$ cat src/rtl/codec_pkg.sv
// rtl/codec_pkg.sv - shared width default and FSM state type for the CODEC responder
package codec_pkg;

  localparam int DATA_W_DEF = 16;

  typedef enum logic [1:0] {
    HOLD,
    SYNC,
    RUN
  } codec_st_t;

endpackage

$ cat src/rtl/edge_det.sv
// rtl/edge_det.sv - single-register rise/fall detector for a clk-synchronous input
module edge_det (
  input  logic clk,
  input  logic rst_n,
  input  logic d,
  output logic rise,
  output logic fall
);

  logic d_q;

  always_ff @(posedge clk or negedge rst_n) begin
    if (!rst_n) d_q <= 1'b0;
    else        d_q <= d;
  end

  assign rise = d & ~d_q;
  assign fall = ~d & d_q;

endmodule

$ cat src/rtl/codec_resp.sv
// rtl/codec_resp.sv - CODEC-side serial audio responder: deserializes SDin, serializes SDout
module codec_resp #(
  parameter int DATA_W = codec_pkg::DATA_W_DEF
) (
  input  logic              clk,
  input  logic              rst_n,
  input  logic              LRCLK,
  input  logic              SCLK,
  input  logic              RSTn,
  input  logic              SDin,
  output logic              SDout,
  input  logic [DATA_W-1:0] lft_tx,
  input  logic [DATA_W-1:0] rht_tx,
  output logic [DATA_W-1:0] lft_rx,
  output logic [DATA_W-1:0] rht_rx,
  output logic              rx_valid,
  output logic              frame_err
);

  import codec_pkg::*;

  localparam int CNT_W = $clog2(DATA_W + 1);

  codec_st_t          state, state_nxt;
  logic               lr_rise, lr_fall, sc_rise, sc_fall, lr_edge;
  logic               tx_active, rx_active;
  logic [DATA_W-1:0]  rht_hold, tx_shft, rx_shft;
  logic [CNT_W-1:0]   bit_cnt;

  edge_det u_lr_edge (
    .clk   (clk),
    .rst_n (rst_n),
    .d     (LRCLK),
    .rise  (lr_rise),
    .fall  (lr_fall)
  );

  edge_det u_sc_edge (
    .clk   (clk),
    .rst_n (rst_n),
    .d     (SCLK),
    .rise  (sc_rise),
    .fall  (sc_fall)
  );

  assign lr_edge = lr_rise | lr_fall;

  always_ff @(posedge clk or negedge rst_n) begin
    if (!rst_n) state <= HOLD;
    else        state <= state_nxt;
  end

  // RSTn low overrides everything in the same cycle, so nothing is captured or sent while it is low.
  always_comb begin
    state_nxt = state;
    tx_active = 1'b0;
    rx_active = 1'b0;
    if (!RSTn) begin
      state_nxt = HOLD;
    end else begin
      case (state)
        HOLD: state_nxt = SYNC;
        SYNC: begin
          tx_active = 1'b1;
          if (lr_rise) state_nxt = RUN;
        end
        RUN: begin
          tx_active = 1'b1;
          rx_active = 1'b1;
        end
        default: state_nxt = HOLD;
      endcase
    end
  end

  always_ff @(posedge clk or negedge rst_n) begin
    if (!rst_n) begin
      rht_hold <= '0;
      tx_shft  <= '0;
    end else if (!tx_active) begin
      rht_hold <= '0;
      tx_shft  <= '0;
    end else if (lr_rise) begin
      rht_hold <= rht_tx;
      tx_shft  <= lft_tx;
    end else if (lr_fall) begin
      tx_shft  <= rht_hold;
    end else if (sc_fall) begin
      tx_shft  <= {tx_shft[DATA_W-2:0], 1'b0};
    end
  end

  assign SDout = tx_shft[DATA_W-1];

  // A bit arriving on the same cycle as an LRCLK edge is dropped; the capture sees the pre-shift word.
  always_ff @(posedge clk or negedge rst_n) begin
    if (!rst_n) begin
      rx_shft   <= '0;
      bit_cnt   <= '0;
      lft_rx    <= '0;
      rht_rx    <= '0;
      rx_valid  <= 1'b0;
      frame_err <= 1'b0;
    end else begin
      rx_valid <= 1'b0;
      if (!rx_active) begin
        rx_shft <= '0;
        bit_cnt <= '0;
      end else if (lr_edge) begin
        bit_cnt <= '0;
        if (bit_cnt != CNT_W'(DATA_W)) frame_err <= 1'b1;
        if (lr_fall) begin
          lft_rx <= rx_shft;
        end else begin
          rht_rx   <= rx_shft;
          rx_valid <= 1'b1;
        end
      end else if (sc_rise) begin
        rx_shft <= {rx_shft[DATA_W-2:0], SDin};
        if (bit_cnt != CNT_W'(DATA_W)) bit_cnt <= bit_cnt + CNT_W'(1);
      end
    end
  end

endmodule

$ cat config.mk
export PLATFORM = sky130hd
export DESIGN_NAME = codec_resp
export DESIGN_NICKNAME = d
export VERILOG_FILES = /design/src/rtl/codec_pkg.sv /design/src/rtl/edge_det.sv /design/src/rtl/codec_resp.sv
export SDC_FILE = /design/constraint.sdc
export NUM_CORES = 1
export LEC_CHECK = 0
export BUFFER_PORTS_ARGS = -buffer_cell sky130_fd_sc_hd__clkbuf_2
export CAP_MARGIN = 10
export CELL_PAD_IN_SITES_DETAIL_PLACEMENT = 0
export CELL_PAD_IN_SITES_GLOBAL_PLACEMENT = 2
export CORE_UTILIZATION = 25
export DETAILED_ROUTE_END_ITERATION = 8
export PLACE_DENSITY = 0.59
export SLEW_MARGIN = 20
export SYNTH_ARGS = -nofsm -noshare
export SYNTH_HDL_FRONTEND = slang
export SYNTH_SLANG_ARGS = --single-unit
$ cat constraint.sdc
create_clock -name clk -period 1.54 [get_ports clk]
set_input_delay 0.308 -clock clk [delete_from_list [all_inputs] [get_ports clk]]
set_output_delay 0.308 -clock clk [all_outputs]
set_load 0.1 [all_outputs]
==> flow_metrics.env <==
export IMPL_outcome="finished clean"
export IMPL_netlist_instances=343
export IMPL_netSwitchingFraction=0.273
export IMPL_ys_flop_type="dfrtp_1"
export IMPL_synth_edff_count=0
export IMPL_vias=2826
export IMPL_start_kind="flop"
export IMPL_core_area_mm2=0.0154
export IMPL_fmax_mhz=670
export IMPL_crit_path_max_fanout=16
export IMPL_yosysTopAreaCell="dfrtp_1"
export IMPL_dp_cells=629
export IMPL_diodes=0
export IMPL_grt_max_degree=43
export IMPL_post_route_period_util=0.970
export IMPL_p_per_area_mw_per_mm2=1080
export IMPL_dpl_instance_area_mm2=0.00482
export IMPL_initial_core_util=0.260
export IMPL_fp_dieW_um=129
export IMPL_vias_per_cell=4.34
export IMPL_antenna_found_initial=0
export IMPL_fp_dieH_um=129
export IMPL_grt_pass1_vias=3026
export IMPL_internal_power_mw=4.14
export IMPL_layout_drive_gt1_share=0.286
export IMPL_setup_violations=0
export IMPL_grt_pass1_wl_mm=15.8
export IMPL_cts_buffer_depth=2
export IMPL_rsz0062_at_grt="false"
export IMPL_worstSetupEndpointType="flop"
export IMPL_ys_top_cells_by_count="dfrtp_1, nand2_1, mux2_1"
export IMPL_synth_most_common_cell="dfrtp_1"
export IMPL_cpPeakStageDelay_ps=410
export IMPL_dieArea_mm2=0.0166
export IMPL_crit_path_top_delay_cell="dfrtp_1"
export IMPL_cts_root_buf="clkbuf_16"
export IMPL_worstPathArrival_ps=1730
export IMPL_holdCritPathClass="in -> reg"
export IMPL_pwr_share_clk=0.400
export IMPL_gp_congestion=0.701
export IMPL_relSlewSlack=0.633
export IMPL_cts_tree="yes"
export IMPL_fin_skew_ps=7.12
export IMPL_drv_slew=0
export IMPL_finalNetCount=482
export IMPL_ir_drop_v=0.000550
export IMPL_avgSynthCellArea_um2=11.7
export IMPL_clkLatencyLatePin_ps=350
export IMPL_numPortBuffers=72
export IMPL_synthArstFlopShare=1.00
export IMPL_fin_area_mm2=0.00527
export IMPL_hold_violations=0
export IMPL_fin_cells=651
export IMPL_yosysUniqueCellTypes=30
export IMPL_power_leakage_nw=2.53
export IMPL_cts_clk_slew_worst_paths_ps=70
export IMPL_cts_buffers=9
export IMPL_wl_per_cell_um=14.4
export IMPL_path_buf_inv=2
export IMPL_ys_top_cells_by_area="dfrtp_1, mux2_1, mux2i_1"
export IMPL_crit_type="reg -> reg"
export IMPL_cp_required_ps=1780
export IMPL_synth_top_cell_area_share=0.567
export IMPL_cp_top_family="flip-flops"
export IMPL_clock_sinks=91
export IMPL_ant_nets=0
export IMPL_hpwl_mm=6.38
export IMPL_cap_viol_max_count=0
export IMPL_num_io_pins=73
export IMPL_comb_power_share=0.160
export IMPL_crit_path_cell_trace="ha_4 -> buf_4 -> and4_1 -> buf_12 -> a22o_1"
export IMPL_synth_fp_nets=390
export IMPL_drt_initial_drc_count=141
export IMPL_syn_area_mm2=0.00402
export IMPL_grt_ovfl_total=0
export IMPL_drc=0
export IMPL_ys_seq_elements=91
export IMPL_final_util=0.342
export IMPL_switchingPower_mw=1.55
export IMPL_layout_min_cycle_time_ps=1490
export IMPL_drt_pass1_iterations=4
export IMPL_area_growth_syn_to_layout_pct=31.3
export IMPL_seqPwrFrac=0.440
export IMPL_grt_usage=0.125
export IMPL_worstMarginPinSlew_ps=552
export IMPL_yosysSeqAreaShare=0.567
export IMPL_drt_total_wl_mm=9.38
export IMPL_htreeDepth=3
export IMPL_ys_warn_count=0
export IMPL_row_count=45
[kinds of logic (layout without fill, tap and decap cells)]
kind of cell	after synthesis	count (layout)	share of synthesized area
compound gates	63	63	0.0963
fa+ha+maj	9	9	0.0280
buf+inv	28	125	0.0361
flops	91	91	0.567
mux	63	63	0.167
simple gates	89	89	0.105
[sequential cells by signal (all words and copies together) (netlist names)]
| name | cells |
|---|---|
| bit_cnt | 5 |
| frame_err | 1 |
| lft_rx | 16 |
| rht_hold | 16 |
| rht_rx | 16 |
| rx_shft | 16 |
| rx_valid | 1 |
| state | 2 |
| tx_shft | 16 |
| u_lr_edge.d_q | 1 |
| u_sc_edge.d_q | 1 |
[worst reg2reg max path, cell delays in order (launching register included)]
cell	delay [ps]
dfrtp_1	410
ha_4	240
buf_4	150
and4_1	180
buf_12	160
a22o_1	240
[cell type report]
cell class | instances | area, um2
inverter | 9 | 33.8
timing repair buffer | 100 | 753
clock inverter | 6 | 70.1
multi-input combinational | 224 | 1640
fill | 1598 | 10200
sequential | 91 | 2280
tap | 211 | 264
clock buffer | 10 | 229
[final timing paths]
check / startpoint / end / slack [ps] / cells after the start
hold / removal: SDin / rx_shft[0] / 190 / 3
setup reg to reg: u_lr_edge.d_q / tx_shft[12] / 50 / 5
setup / recovery: u_lr_edge.d_q / tx_shft[12] / 50 / 5
max in group asynchronous: rst_n / tx_shft[2] / 570 / 3
hold reg to reg: frame_err / frame_err / 490 / 2
min in group asynchronous: rst_n / tx_shft[7] / 410 / 2
[timing repair]
action,CTS,global route
buffers inserted,3,1
endpoints found under the hold margin,22,0
resized for setup,3,7
hold buffers,1,0
endpoints found under the setup margin,50,19
pin swaps,2,0
gates cloned,0,1
[stage by stage]
stage | hold WS [ps] | setup slack [ps] | power (mW) | setup TNS, ps
after global placement | 253 | -165 | 3.38 | -3680
after detailed placement | 251 | -245 | 3.39 | -5270
after floorplan | 12.4 | 15.2 | 3.01 | 0
after CTS | 171 | 15.7 | 5.74 | 0
final | 189 | 46.6 | 5.69 | 0
after global routing | 196 | 4.68 | 5.97 | 0
[power by group through the flow]
| stage | combinational, mW | clock, mW | sequential [mW] |
|---|---|---|---|
| after floorplan | 0.444 | 0 | 2.57 |
| after global placement | 0.827 | 0 | 2.55 |
| after detailed placement | 0.843 | 0 | 2.55 |
| after CTS | 0.875 | 2.36 | 2.50 |
| after global routing | 1.01 | 2.45 | 2.51 |
| final | 0.909 | 2.28 | 2.50 |
[cell usage in the layout (no fill, tap or decap)]
| cell type | count |
|---|---|
| a21oi_1 | 18 |
| a21oi_2 | 4 |
| a21oi_4 | 1 |
| a22o_1 | 16 |
| and3_1 | 1 |
| and3b_2 | 1 |
| and4_1 | 1 |
| and4bb_1 | 1 |
| buf_12 | 12 |
| buf_4 | 19 |
| bufinv_16 | 1 |
| clkbuf_1 | 1 |
| clkbuf_16 | 10 |
| clkbuf_2 | 67 |
| clkinv_2 | 1 |
| dfrtp_1 | 91 |
| dlygate4sd3_1 | 1 |
| ha_1 | 6 |
| ha_2 | 1 |
| ha_4 | 2 |
| inv_1 | 9 |
| inv_6 | 4 |
| mux2_1 | 32 |
| mux2i_1 | 31 |
| nand2_1 | 53 |
| nand2_2 | 1 |
| nand2b_1 | 2 |
| nand3_1 | 2 |
| nand3_4 | 2 |
| nand3b_1 | 2 |
| nor2_1 | 16 |
| nor2b_1 | 1 |
| o211ai_1 | 1 |
| o21ai_0 | 20 |
| o21ai_1 | 1 |
| o31ai_1 | 2 |
| or3_1 | 4 |
| or3b_1 | 2 |
[layer usage]
layer,track usage,routed length [um],vias up
met2,0.196,4280,50
met3,0.0345,395,10
li1,-,-,1375
met4,0.0540,165,0
met1,0.162,4550,1391
met5,0,0,-
Note: power is estimated with default switching activity, not from simulation.
